$ cat src/rtl/div_pkg.sv
// Shared types and constants for the iterative radix-2 divider.
package div_pkg;

    typedef enum logic [1:0] {
        IDLE = 2'd0,
        CALC = 2'd1,
        DONE = 2'd2
    } div_state_e;

    localparam int XLEN       = 64;
    localparam int WORD_W     = 32;
    localparam int DIV_ITER_X = 64;
    localparam int DIV_ITER_W = 32;

    // RISC-V defines x/0 as a quotient of all ones.
    localparam logic [XLEN-1:0] DIV0_Q = '1;

endpackage

$ cat src/rtl/div_opprep.sv
// Operand conditioning for div_iter: word/sign extension, magnitudes,
// divide-by-zero and signed-overflow detection and the optional
// early-exit compare (enabled by DIV_EARLY_EXIT_EN).
module div_opprep
    import div_pkg::*;
#(
    parameter int XLEN = div_pkg::XLEN
) (
    input  logic            i_signed,
    input  logic            i_word,
    input  logic [XLEN-1:0] i_a,
    input  logic [XLEN-1:0] i_b,
    output logic [XLEN-1:0] o_a_mag,
    output logic [XLEN-1:0] o_b_mag,
    output logic            o_a_neg,
    output logic            o_b_neg,
    output logic            o_div0,
    output logic            o_ovf,
    output logic            o_early
);

    logic [XLEN-1:0] w_a;
    logic [XLEN-1:0] w_b;
    logic [XLEN-1:0] w_min;

    // Word ops keep the low half, extended according to signedness.
    always_comb begin
        w_a = i_a;
        w_b = i_b;
        if (i_word) begin
            w_a = {{(XLEN-WORD_W){i_signed & i_a[WORD_W-1]}}, i_a[WORD_W-1:0]};
            w_b = {{(XLEN-WORD_W){i_signed & i_b[WORD_W-1]}}, i_b[WORD_W-1:0]};
        end
    end

    assign o_a_neg = i_signed & w_a[XLEN-1];
    assign o_b_neg = i_signed & w_b[XLEN-1];
    assign o_a_mag = o_a_neg ? -w_a : w_a;
    assign o_b_mag = o_b_neg ? -w_b : w_b;

    // Most negative value at the operating width, already sign-extended.
    assign w_min  = i_word ? {{(XLEN-WORD_W+1){1'b1}}, {(WORD_W-1){1'b0}}}
                           : {1'b1, {(XLEN-1){1'b0}}};
    assign o_div0 = (w_b == '0);
    assign o_ovf  = i_signed & (w_a == w_min) & (w_b == '1);

`ifdef DIV_EARLY_EXIT_EN
    assign o_early = ~o_div0 & (o_a_mag < o_b_mag);
`else
    assign o_early = 1'b0;
`endif

endmodule

$ cat src/rtl/div_iter.sv
// Iterative restoring radix-2 divider for RV64M div/rem (XLEN and word forms).
// Holds the request while valid_i stays high; dropping valid_i mid-calc aborts.
// Optional DIV_EARLY_EXIT_EN finishes |a| < |b| at accept time.
module div_iter
    import div_pkg::*;
#(
    parameter int XLEN  = div_pkg::XLEN,
    parameter int CNT_W = 7
) (
    input  logic            clk,
    input  logic            rst,
    input  logic            signed_i,
    input  logic            word_i,
    input  logic            valid_i,
    input  logic [XLEN-1:0] a_i,
    input  logic [XLEN-1:0] b_i,
    output logic            data_ok_o,
    output logic [XLEN-1:0] quot_o,
    output logic [XLEN-1:0] rem_o
);

    div_state_e       r_state, w_state_nxt;
    logic [CNT_W-1:0] r_cnt;
    logic [XLEN-1:0]  r_q, r_r, r_b, r_quot, r_rem;
    logic             r_word, r_q_neg, r_r_neg, r_ok;

    logic [XLEN-1:0]  w_a_mag, w_b_mag, w_q_s, w_r_s, w_q_fin, w_r_fin;
    logic             w_a_neg, w_b_neg, w_div0, w_ovf, w_early, w_ge;
    logic [XLEN:0]    w_rem_sh, w_diff;

    div_opprep #(.XLEN(XLEN)) u_opprep (
        .i_signed (signed_i),
        .i_word   (word_i),
        .i_a      (a_i),
        .i_b      (b_i),
        .o_a_mag  (w_a_mag),
        .o_b_mag  (w_b_mag),
        .o_a_neg  (w_a_neg),
        .o_b_neg  (w_b_neg),
        .o_div0   (w_div0),
        .o_ovf    (w_ovf),
        .o_early  (w_early)
    );

    // One restoring step: shift in the next dividend bit, try subtracting.
    assign w_rem_sh = {r_r, r_q[XLEN-1]};
    assign w_diff   = w_rem_sh - {1'b0, r_b};
    assign w_ge     = ~w_diff[XLEN];

    // Sign fix-up, then word results are sign-extended from bit 31.
    assign w_q_s   = r_q_neg ? -r_q : r_q;
    assign w_r_s   = r_r_neg ? -r_r : r_r;
    assign w_q_fin = r_word ? {{(XLEN-WORD_W){w_q_s[WORD_W-1]}}, w_q_s[WORD_W-1:0]} : w_q_s;
    assign w_r_fin = r_word ? {{(XLEN-WORD_W){w_r_s[WORD_W-1]}}, w_r_s[WORD_W-1:0]} : w_r_s;

    // State register.
    always_ff @(posedge clk) begin
        if (rst) r_state <= IDLE;
        else     r_state <= w_state_nxt;
    end

    // Next-state logic: specials skip CALC, valid_i low in CALC aborts.
    always_comb begin
        w_state_nxt = r_state;
        unique case (r_state)
            IDLE:    if (valid_i) w_state_nxt = (w_div0 | w_ovf | w_early) ? DONE : CALC;
            CALC:    if (!valid_i)                 w_state_nxt = IDLE;
                     else if (r_cnt == CNT_W'(1))  w_state_nxt = DONE;
            DONE:    w_state_nxt = IDLE;
            default: w_state_nxt = IDLE;
        endcase
    end

    // Datapath: load at accept, iterate in CALC, publish results from DONE.
    always_ff @(posedge clk) begin
        if (rst) begin
            r_cnt   <= '0;
            r_q     <= '0;
            r_r     <= '0;
            r_b     <= '0;
            r_word  <= 1'b0;
            r_q_neg <= 1'b0;
            r_r_neg <= 1'b0;
            r_ok    <= 1'b0;
            r_quot  <= '0;
            r_rem   <= '0;
        end else begin
            r_ok <= 1'b0;
            unique case (r_state)
                IDLE: if (valid_i) begin
                    r_word  <= word_i;
                    r_b     <= w_b_mag;
                    r_q_neg <= w_a_neg ^ w_b_neg;
                    r_r_neg <= w_a_neg;
                    r_cnt   <= word_i ? CNT_W'(DIV_ITER_W) : CNT_W'(XLEN);
                    // Word dividends are parked in the top half so the
                    // MSB-first shift starts at bit 31.
                    r_q     <= word_i ? (w_a_mag << WORD_W) : w_a_mag;
                    r_r     <= '0;
                    if (w_div0) begin
                        r_q     <= DIV0_Q;
                        r_q_neg <= 1'b0;
                        r_r     <= w_a_mag;
                    end else if (w_ovf) begin
                        // Both operands negative, so the unnegated magnitude
                        // reproduces the most negative dividend.
                        r_q <= w_a_mag;
                        r_r <= '0;
                    end else if (w_early) begin
                        r_q <= '0;
                        r_r <= w_a_mag;
                    end
                end
                CALC: if (valid_i) begin
                    r_cnt <= r_cnt - 1'b1;
                    r_q   <= {r_q[XLEN-2:0], w_ge};
                    r_r   <= w_ge ? w_diff[XLEN-1:0] : w_rem_sh[XLEN-1:0];
                end
                DONE: begin
                    r_ok   <= 1'b1;
                    r_quot <= w_q_fin;
                    r_rem  <= w_r_fin;
                end
                default: ;
            endcase
        end
    end

    assign data_ok_o = r_ok;
    assign quot_o    = r_quot;
    assign rem_o     = r_rem;

endmodule

$ cat config.mk
export PLATFORM = sky130hd
export DESIGN_NAME = div_iter
export DESIGN_NICKNAME = d
export VERILOG_FILES = /design/src/rtl/div_pkg.sv /design/src/rtl/div_opprep.sv /design/src/rtl/div_iter.sv
export SDC_FILE = /design/constraint.sdc
export NUM_CORES = 1
export LEC_CHECK = 0
export CAP_MARGIN = 20
export CORE_MARGIN = 3
export CORE_UTILIZATION = 40
export DETAILED_ROUTE_END_ITERATION = 10
export GPL_TIMING_DRIVEN = 0
export PLACE_DENSITY_LB_ADDON = 0.15
export SLEW_MARGIN = 30
export SYNTH_ARGS = -nofsm -noshare
export SYNTH_HDL_FRONTEND = slang
export SYNTH_SLANG_ARGS = --single-unit
$ cat constraint.sdc
create_clock -name clk -period 4.71 [get_ports clk]
set_input_delay 0.942 -clock clk [delete_from_list [all_inputs] [get_ports clk]]
set_output_delay 0.942 -clock clk [all_outputs]
set_load 0.1 [all_outputs]
==> results of run 1 <==
## timing repair
action,in CTS,in global routing
setup buffers,5,5
setup endpoints to repair,161,89
gates cloned,0,0
hold buffers,0,0
resized for setup,33,32
pin swaps,3,4
## worst paths after layout
| path | startpoint | endpoint | slack, ns |
|---|---|---|---|
| min | quot_o[34] | quot_o[34] | 0.43 |
| min reg2reg | quot_o[34] | quot_o[34] | 0.43 |
| max | word_i | r_r[19] | -0.08 |
| max reg2reg | r_r[8] | r_r[52] | 0.15 |
## sequential cells by signal (all words and copies together) (netlist names)
register and flops:
data_ok_o 1, quot_o 64, r_b 64, r_cnt 7, r_q 64, r_q_neg 1, r_r 64, r_r_neg 1
r_state 2, r_word 1, rem_o 64
## cell families after synthesis
logic type | Yosys count | share of synthesized area (%)
muxes | 15 | 0.661
and+or+nand+nor | 1161 | 22.2
DFF | 333 | 27.5
adders and majority gates | 72 | 3.75
xor gates and xnor gates | 275 | 9.94
buffers and inverters | 357 | 5.60
AOI/OAI and AO/OA | 1168 | 30.4
## final cells by class
type / count / share of cell area, %
inverter: 108 / 1.39
buffer: 246 / 3.34
antenna: 3 / 0.0255
multi-input combinational: 2691 / 55.8
clock inverter: 19 / 0.709
tap: 773 / 3.28
sequential: 333 / 22.6
timing repair buffer: 267 / 8.98
clock buffer: 55 / 3.89
## cells in the final DEF (no fill, tap or decap), types with 58 or more instances in the layout
cell | synthesis | final
sky130_fd_sc_hd__nor3_1 | 103 | 100
sky130_fd_sc_hd__xnor2_1 | 126 | 122
sky130_fd_sc_hd__clkdlybuf4s50_1 | 0 | 257
sky130_fd_sc_hd__o21ai_0 | 269 | 266
sky130_fd_sc_hd__inv_1 | 108 | 107
sky130_fd_sc_hd__dfxtp_1 | 333 | 333
sky130_fd_sc_hd__a211oi_1 | 131 | 130
sky130_fd_sc_hd__ha_1 | 71 | 71
sky130_fd_sc_hd__o31ai_1 | 58 | 58
sky130_fd_sc_hd__nand2_1 | 339 | 338
sky130_fd_sc_hd__xor2_1 | 149 | 147
sky130_fd_sc_hd__a21oi_1 | 366 | 365
sky130_fd_sc_hd__nor2_1 | 404 | 401
sky130_fd_sc_hd__a31oi_1 | 67 | 66
sky130_fd_sc_hd__clkbuf_1 | 234 | 211
## report_power, final
part           switching [mW]  internal, mW
clock                    1.38          1.89
sequential              0.286          3.00
combinational            2.83          1.29
## metrics by stage
| stage | area, um^2 | total power [mW] | utilization (%) | cells |
|---|---|---|---|---|
| after floorplan | 24200 | 5.81 | - | 3381 |
| after global placement | 27800 | 7.30 | 46.7 | 4411 |
| after detailed placement | 27800 | 7.29 | 46.8 | 4411 |
| after CTS | 29300 | 10.5 | 49.4 | 4488 |
| after global routing | 29500 | 11.1 | 49.6 | 4493 |
| final | 29500 | 10.7 | 49.6 | 4495 |
## metal layers
metal  routed length [um]  vias to the layer above  part of all wire (%)
li1                     -                    13000                     -
met1                51500                    13200                    41
met2                54200                     1621                    43
met3                12000                      409                   9.5
met4                 8140                        4                   6.5
met5                   18                        -                 0.014
## worst max-delay path, cell delays in order
cell                              delay (ns)
sky130_fd_sc_hd__clkdlybuf4s50_1        0.47
sky130_fd_sc_hd__clkbuf_4               0.36
sky130_fd_sc_hd__clkbuf_4               0.41
sky130_fd_sc_hd__clkbuf_4               0.40
sky130_fd_sc_hd__nand2_1                0.16
sky130_fd_sc_hd__a21boi_4               0.43
sky130_fd_sc_hd__clkbuf_1               0.72
sky130_fd_sc_hd__o31ai_1                0.20
sky130_fd_sc_hd__xnor2_1                0.68
sky130_fd_sc_hd__a21oi_1                0.27
sky130_fd_sc_hd__a21oi_1                0.20
==> report_table.html, run 1 <==
<table>
<tr><th>Metric</th><th>Value</th></tr>
<tr><th colspan="2">Global routing</th></tr>
<tr><td>Global-route congestion overflow total</td><td>0</td></tr>
<tr><td>Wire length of the first global-routing pass</td><td>around 180000 um</td></tr>
<tr><td>Number of global-route vias before repair</td><td>between 20000 and 30000</td></tr>
<tr><td>GRT busiest layer</td><td>met2</td></tr>
<tr><td>Pin count of the biggest net entering global routing</td><td>13</td></tr>
<tr><td>M3 GR Usage</td><td>8.03%</td></tr>
<tr><td>Global router's overall resource usage</td><td>38.0%</td></tr>
<tr><td>Met1 layer usage reported by global route</td><td>about half</td></tr>
<tr><td>Initial antenna violation count</td><td>4</td></tr>
<tr><td>Met2 usage</td><td>~59%</td></tr>
<tr><th colspan="2">Timing</th></tr>
<tr><td>Time the final worst path needs with I/O delays and setup</td><td>between 4 and 5 ns</td></tr>
<tr><td>Post-route worst setup slack</td><td>-0.0812 ns</td></tr>
<tr><td>Worst-case headroom to the max-slew limit</td><td>between 20% and 30%</td></tr>
<tr><td>Fmax</td><td>~210 MHz</td></tr>
<tr><td>Worst hold slack</td><td>0.434 ns</td></tr>
<tr><td>Final hold viol count</td><td>0</td></tr>
<tr><td>Tightest Pin Transition</td><td>between 1 and 1.5 ns</td></tr>
<tr><td>Worst setup skew after layout</td><td>between 0.02 and 0.03 ns</td></tr>
<tr><td>Count of final max-slew check failures</td><td>0</td></tr>
<tr><td>Number of setup violations in the final report</td><td>3</td></tr>
<tr><td>Sum Neg Setup Slack</td><td>-0.103 ns</td></tr>
<tr><td>Final critical-path share of the clock period</td><td>102%</td></tr>
<tr><th colspan="2">Clock network</th></tr>
<tr><td>Deepest level of the CTS H-tree</td><td>2</td></tr>
<tr><td>Number of sinks handled by clock tree synthesis</td><td>roughly 330</td></tr>
<tr><td>Inserted Clock Buffers</td><td>a little over 40</td></tr>
<tr><td>Root Buffer Master</td><td>sky130_fd_sc_hd__clkbuf_16</td></tr>
<tr><td>Clock buffer depth</td><td>3</td></tr>
<tr><td>TritonCTS clock tree</td><td>done</td></tr>
<tr><td>Clock Latency Late Sink</td><td>approximately 0.60 ns</td></tr>
<tr><td>Post-CTS clock slew at the launch and capture registers of the worst setup and hold paths</td><td>about 0.060 ns</td></tr>
<tr><th colspan="2">Power and ir drop</th></tr>
<tr><td>Leakage component of the power</td><td>about 11 nW</td></tr>
<tr><td>Cell area power density</td><td>362 nW/um^2</td></tr>
<tr><td>Largest vdd supply drop</td><td>around 0.27 mV</td></tr>
<tr><th colspan="2">Place</th></tr>
<tr><td>Total half-perimeter wirelength after legalization and detailed placement</td><td>approximately 100000 um</td></tr>
<tr><td>Final Wtd Congestion</td><td>1.04</td></tr>
<tr><td>Count of buffers inserted at the top-level ports</td><td>between 200 and 300</td></tr>
<tr><td>Place WS</td><td>-1.68 ns</td></tr>
<tr><th colspan="2">Outcome</th></tr>
<tr><td>Run status</td><td>complete, but fails checks</td></tr>
<tr><td>Violations in the final reports</td><td>setup timing</td></tr>
<tr><th colspan="2">Routing</th></tr>
<tr><td>DRC viols</td><td>0</td></tr>
<tr><td>Router iterations before antenna repair</td><td>6</td></tr>
<tr><td>Vias post-DR</td><td>28200</td></tr>
<tr><td>Wire per inst</td><td>around 28 um</td></tr>
<tr><td>Antenna-violating nets left</td><td>0</td></tr>
<tr><td>Starting DRC count in detailed routing</td><td>around 3200</td></tr>
<tr><td>Via density per instance</td><td>between 6 and 7</td></tr>
<tr><td>Final WL</td><td>126000 um</td></tr>
<tr><th colspan="2">Logic synthesis</th></tr>
<tr><td>Share of synthesized flip-flops with an asynchronous set or reset</td><td>0%</td></tr>
<tr><td>Share of the synthesized area in the top cell type</td><td>a little over a quarter</td></tr>
<tr><td>Sequential share of the synthesized area</td><td>between 20% and 30%</td></tr>
<tr><td>Synthesized Nets</td><td>about 3600</td></tr>
<tr><td>Commonest register cell after synthesis</td><td>sky130_fd_sc_hd__dfxtp_1</td></tr>
<tr><td>Count of unique library cells instantiated by Yosys</td><td>81</td></tr>
<tr><td>Avg Synthesized Cell Area</td><td>between 7 and 8 um^2</td></tr>
<tr><td>Post-synth EDFFs</td><td>0</td></tr>
<tr><td>Cell count after synthesis</td><td>between 3000 and 4000</td></tr>
<tr><td>Summed instance area of the synthesized netlist</td><td>~24000 um^2</td></tr>
<tr><td>Number of warning messages in the yosys log</td><td>0</td></tr>
<tr><td>Dominant cell by count in the synthesized netlist</td><td>sky130_fd_sc_hd__nor2_1</td></tr>
<tr><td>#FFs+latches synth</td><td>between 300 and 400</td></tr>
<tr><td>Ranking of synthesized cells by area</td><td>sky130_fd_sc_hd__dfxtp_1, sky130_fd_sc_hd__a21oi_1, sky130_fd_sc_hd__nor2_1, sky130_fd_sc_hd__o21ai_0, sky130_fd_sc_hd__xor2_1</td></tr>
<tr><td>Most instantiated cells after synthesis</td><td>sky130_fd_sc_hd__nor2_1, sky130_fd_sc_hd__a21oi_1, sky130_fd_sc_hd__nand2_1, sky130_fd_sc_hd__dfxtp_1, sky130_fd_sc_hd__o21ai_0</td></tr>
<tr><td>Biggest area consumer among synthesized cells</td><td>sky130_fd_sc_hd__dfxtp_1</td></tr>
<tr><th colspan="2">Setup path</th></tr>
<tr><td>Path type of the worst setup path</td><td>primary input to register</td></tr>
<tr><td>Worst Setup Start Kind</td><td>primary input</td></tr>
<tr><td>Crit path DAT</td><td>around 5.3 ns</td></tr>
<tr><td>Required time reported for the critical path endpoint</td><td>approximately 5.2 ns</td></tr>
<tr><td>Biggest fanout along the worst timing path</td><td>10</td></tr>
<tr><td>Number of cells on the worst reg-to-reg path</td><td>13</td></tr>
<tr><td>Crit end category</td><td>register</td></tr>
<tr><th colspan="2">Die</th></tr>
<tr><td>Core box area</td><td>slightly below 60000 um^2</td></tr>
<tr><td>Initial core utilization</td><td>between 40% and 50%</td></tr>
<tr><td>Die outline width</td><td>252 um</td></tr>
<tr><td>Y dimension of the die</td><td>~250 um</td></tr>
<tr><td>Top-level port count</td><td>around 260</td></tr>
<tr><td>Floorplan die area</td><td>63600 um^2</td></tr>
<tr><td>Num rows</td><td>roughly 90</td></tr>
<tr><th colspan="2">Final layout</th></tr>
<tr><td>Area overhead of the layout relative to synthesis</td><td>21.7%</td></tr>
<tr><td>Layout cell share with drive strength beyond 1</td><td>roughly 4.8%</td></tr>
<tr><td>Total Nets Final</td><td>between 3000 and 4000</td></tr>
<tr><td>Area taken by multi-input logic gates</td><td>16500 um^2</td></tr>
<tr><td>Filler Cells Inserted</td><td>around 6200</td></tr>
<tr><td>Combined flip-flop and latch cell area</td><td>6670 um^2</td></tr>
<tr><th colspan="2">Flow run</th></tr>
<tr><td>Maxcap violations</td><td>0</td></tr>
<tr><th colspan="2">Hold path</th></tr>
<tr><td>Worst Hold Depth</td><td>2</td></tr>
<tr><td>Worst hold path type</td><td>register to register</td></tr>
</table>
Power figures use the tool's default switching activity.
==> run 2: changes to the inputs <==
--- a/config.mk
+++ b/config.mk
@@ -5,12 +5,12 @@
 export SDC_FILE = /design/constraint.sdc
 export NUM_CORES = 1
 export LEC_CHECK = 0
+export ABC_CLOCK_PERIOD_IN_PS = 3900
 export CAP_MARGIN = 20
 export CORE_MARGIN = 3
 export CORE_UTILIZATION = 40
 export DETAILED_ROUTE_END_ITERATION = 10
 export GPL_TIMING_DRIVEN = 0
-export PLACE_DENSITY_LB_ADDON = 0.15
 export SLEW_MARGIN = 30
 export SYNTH_ARGS = -nofsm -noshare
 export SYNTH_HDL_FRONTEND = slang
==> constraint.sdc (replaced) <==
create_clock -name clk -period 3.9 [get_ports clk]
set_input_delay 0.78 -clock clk [delete_from_list [all_inputs] [get_ports clk]]
set_output_delay 0.78 -clock clk [all_outputs]
set_load 0.1 [all_outputs]
==> run 2 against run 1 <==
  * The run still ends with setup timing left
  * Sequential power increased by 21%
  * Clock-buffer cell count increased by 7
  * Power increased by 21%
  * Clock skew decreased by 0.0056 ns
  * Cell count increased by 0.31%
  * Largest cell class unchanged
==> report_table.html, run 2 (synthesized netlist as in run 1, its figures left out) <==
<table>
<tr><th>Metric</th><th>Value</th></tr>
<tr><th colspan="2">Routing</th></tr>
<tr><td>Wire per inst</td><td>around 28 um</td></tr>
<tr><td>Antenna-violating nets left</td><td>0</td></tr>
<tr><td>Final WL</td><td>between 100000 and 150000 um</td></tr>
<tr><td>Router iterations before antenna repair</td><td>6</td></tr>
<tr><td>DRC viols</td><td>0</td></tr>
<tr><td>Starting DRC count in detailed routing</td><td>between 2000 and 3000</td></tr>
<tr><td>Via density per instance</td><td>6.28</td></tr>
<tr><td>Vias post-DR</td><td>~28000</td></tr>
<tr><th colspan="2">Timing</th></tr>
<tr><td>Final hold viol count</td><td>0</td></tr>
<tr><td>Worst-case headroom to the max-slew limit</td><td>between 20% and 30%</td></tr>
<tr><td>Number of setup violations in the final report</td><td>6</td></tr>
<tr><td>Worst hold slack</td><td>approximately 0.43 ns</td></tr>
<tr><td>Time the final worst path needs with I/O delays and setup</td><td>roughly 4.0 ns</td></tr>
<tr><td>Count of final max-slew check failures</td><td>0</td></tr>
<tr><td>Sum Neg Setup Slack</td><td>-0.192 ns</td></tr>
<tr><td>Unrepaired setup endpoints after global routing</td><td>true</td></tr>
<tr><td>Tightest Pin Transition</td><td>between 1 and 1.5 ns</td></tr>
<tr><td>Final critical-path share of the clock period</td><td>102%</td></tr>
<tr><td>Fmax</td><td>about 250 MHz</td></tr>
<tr><td>Post-route worst setup slack</td><td>-0.0617 ns</td></tr>
<tr><td>Worst setup skew after layout</td><td>0.0227 ns</td></tr>
<tr><th colspan="2">Setup path</th></tr>
<tr><td>Biggest fanout along the worst timing path</td><td>10</td></tr>
<tr><td>Most used cell along the critical path</td><td>sky130_fd_sc_hd__nand2_1</td></tr>
<tr><td>Required time reported for the critical path endpoint</td><td>4.42 ns</td></tr>
<tr><td>Worst Setup Start Kind</td><td>primary input</td></tr>
<tr><td>Critical path cell sequence</td><td>clkdlybuf4s50_1 &gt; buf_4 &gt; clkbuf_8 &gt; buf_4 &gt; nand2_1 &gt; nand2_1 &gt; nand2_1 &gt; clkbuf_4 &gt; a21oi_1 &gt; xor2_1 &gt; a221o_1 &gt; o21ai_0 &gt; a21oi_1</td></tr>
<tr><td>CP max stage delay</td><td>0.62 ns</td></tr>
<tr><td>Crit end category</td><td>register</td></tr>
<tr><td>Critical path's slowest cell</td><td>sky130_fd_sc_hd__xor2_1</td></tr>
<tr><td>Path type of the worst setup path</td><td>primary input to register</td></tr>
<tr><td>Crit path DAT</td><td>between 4 and 5 ns</td></tr>
<tr><th colspan="2">Final layout</th></tr>
<tr><td>Final Util</td><td>about half</td></tr>
<tr><td>Non-filler cells in the finished layout</td><td>roughly 4500</td></tr>
<tr><td>Most common cell after layout, fill and taps aside</td><td>sky130_fd_sc_hd__nor2_1</td></tr>
<tr><td>Total Nets Final</td><td>approximately 3900</td></tr>
<tr><td>Commonest cells after routing, fill and taps aside</td><td>sky130_fd_sc_hd__nor2_1, sky130_fd_sc_hd__a21oi_1, sky130_fd_sc_hd__nand2_1</td></tr>
<tr><td>Final std cell area, no fill</td><td>30300 um^2</td></tr>
<tr><td>Area overhead of the layout relative to synthesis</td><td>25.0%</td></tr>
<tr><td>Layout cell share with drive strength beyond 1</td><td>8.38%</td></tr>
<tr><th colspan="2">Place</th></tr>
<tr><td>Cell Count Post-Placement</td><td>~4400</td></tr>
<tr><td>Count of buffers inserted at the top-level ports</td><td>~260</td></tr>
<tr><td>Final Wtd Congestion</td><td>roughly 1.0</td></tr>
<tr><td>Post-placement cell area</td><td>approximately 28000 um^2</td></tr>
<tr><td>Total half-perimeter wirelength after legalization and detailed placement</td><td>between 90000 and 100000 um</td></tr>
<tr><td>Place WS</td><td>-3.72 ns</td></tr>
<tr><th colspan="2">Clock network</th></tr>
<tr><td>Root Buffer Master</td><td>sky130_fd_sc_hd__clkbuf_16</td></tr>
<tr><td>Post-CTS clock slew at the launch and capture registers of the worst setup and hold paths</td><td>around 0.060 ns</td></tr>
<tr><td>Clock buffer depth</td><td>3</td></tr>
<tr><td>Clock Latency Late Sink</td><td>~0.59 ns</td></tr>
<tr><td>Inserted Clock Buffers</td><td>40</td></tr>
<tr><td>Deepest level of the CTS H-tree</td><td>2</td></tr>
<tr><td>Number of sinks handled by clock tree synthesis</td><td>between 300 and 400</td></tr>
<tr><td>TritonCTS clock tree</td><td>done</td></tr>
<tr><th colspan="2">Power and ir drop</th></tr>
<tr><td>Largest vdd supply drop</td><td>roughly 0.33 mV</td></tr>
<tr><td>Cell area power density</td><td>approximately 430 nW/um^2</td></tr>
<tr><td>Leakage component of the power</td><td>around 11 nW</td></tr>
<tr><td>Power after layout</td><td>13.0 mW</td></tr>
<tr><th colspan="2">Global routing</th></tr>
<tr><td>Global router's overall resource usage</td><td>between 30% and 40%</td></tr>
<tr><td>Initial antenna violation count</td><td>5</td></tr>
<tr><td>Number of global-route vias before repair</td><td>approximately 26000</td></tr>
<tr><td>Global-route congestion overflow total</td><td>0</td></tr>
<tr><td>Wire length of the first global-routing pass</td><td>178000 um</td></tr>
<tr><td>Pin count of the biggest net entering global routing</td><td>12</td></tr>
<tr><th colspan="2">Flow run</th></tr>
<tr><td>Maxcap violations</td><td>0</td></tr>
<tr><th colspan="2">Hold path</th></tr>
<tr><td>Worst hold path type</td><td>register to register</td></tr>
<tr><th colspan="2">Die</th></tr>
<tr><td>Y dimension of the die</td><td>252 um</td></tr>
<tr><td>Core box area</td><td>roughly 59000 um^2</td></tr>
<tr><td>Num rows</td><td>89</td></tr>
<tr><td>Top-level port count</td><td>approximately 260</td></tr>
<tr><td>Floorplan die area</td><td>63600 um^2</td></tr>
<tr><td>Initial core utilization</td><td>about two fifths</td></tr>
<tr><td>Die outline width</td><td>~250 um</td></tr>
<tr><th colspan="2">Outcome</th></tr>
<tr><td>Violations in the final reports</td><td>setup timing</td></tr>
<tr><td>Run status</td><td>complete, but fails checks</td></tr>
</table>
==> run 2: cell types whose count changed in the layout (fill, tap and decap cells not counted), moves of 9 or more <==
cell,delta
sky130_fd_sc_hd__buf_4,+28
sky130_fd_sc_hd__nor4_2,+9
sky130_fd_sc_hd__o21ai_1,+11
sky130_fd_sc_hd__o21ai_0,-15
sky130_fd_sc_hd__dfxtp_1,-9
sky130_fd_sc_hd__nor4_1,-13
sky130_fd_sc_hd__clkbuf_1,-24
sky130_fd_sc_hd__clkbuf_2,+12
==> run 2: report_power, final <==
part           total [mW]  internal, mW  switching (mW)  leakage (nW)
combinational        5.19          1.70            3.50          7.52
clock                3.80          2.21            1.58         0.630
sequential           3.97          3.63           0.340          2.73
==> run 2: cell type report <==
type                    count  area (um^2)
flip-flops and latches    333         6680
multi-input cells        2692        17000
inverters                 108          413
clock buffers              62         1230
plain buffers             241         1050
repair buffers            292         2850
diodes                      3         7.51
well taps                 773          967
clock inverters             5         63.8
fillers                  6191        29200
==> run 2: metal layers <==
metal	track usage [%]	part of all wire [%]	vias to the layer above
met5	0	0.022	-
met2	58.5	43	1523
met3	8.24	9.5	396
li1	-	-	13000
met4	21.9	7.0	4
met1	48.0	40	13300
==> run 2: path summary, 6_finish.rpt <==
path	to	startpoint	cells past startpoint	slack [ns]
max	r_q[53]	word_i	13	-0.06
min	quot_o[34]	quot_o[34]	2	0.43
max reg2reg	rem_o[53]	r_r[14]	11	0.07
min reg2reg	quot_o[34]	quot_o[34]	2	0.43
==> run 2: what timing repair did <==
action	4_1_cts	5_1_grt
hold buffers	0	0
setup endpoints to repair	252	185
pin swaps	18	17
buffers inserted	15	19
gates cloned	0	1
resized for setup	148	111
==> run 2: critical path, delay by kind of cell <==
kind	cells	cell delay, ns
buffers and inverters	5	1.78
AOI/OAI and AO/OA	4	0.77
xor gates and xnor gates	1	0.62
and+or+nand+nor	3	0.50
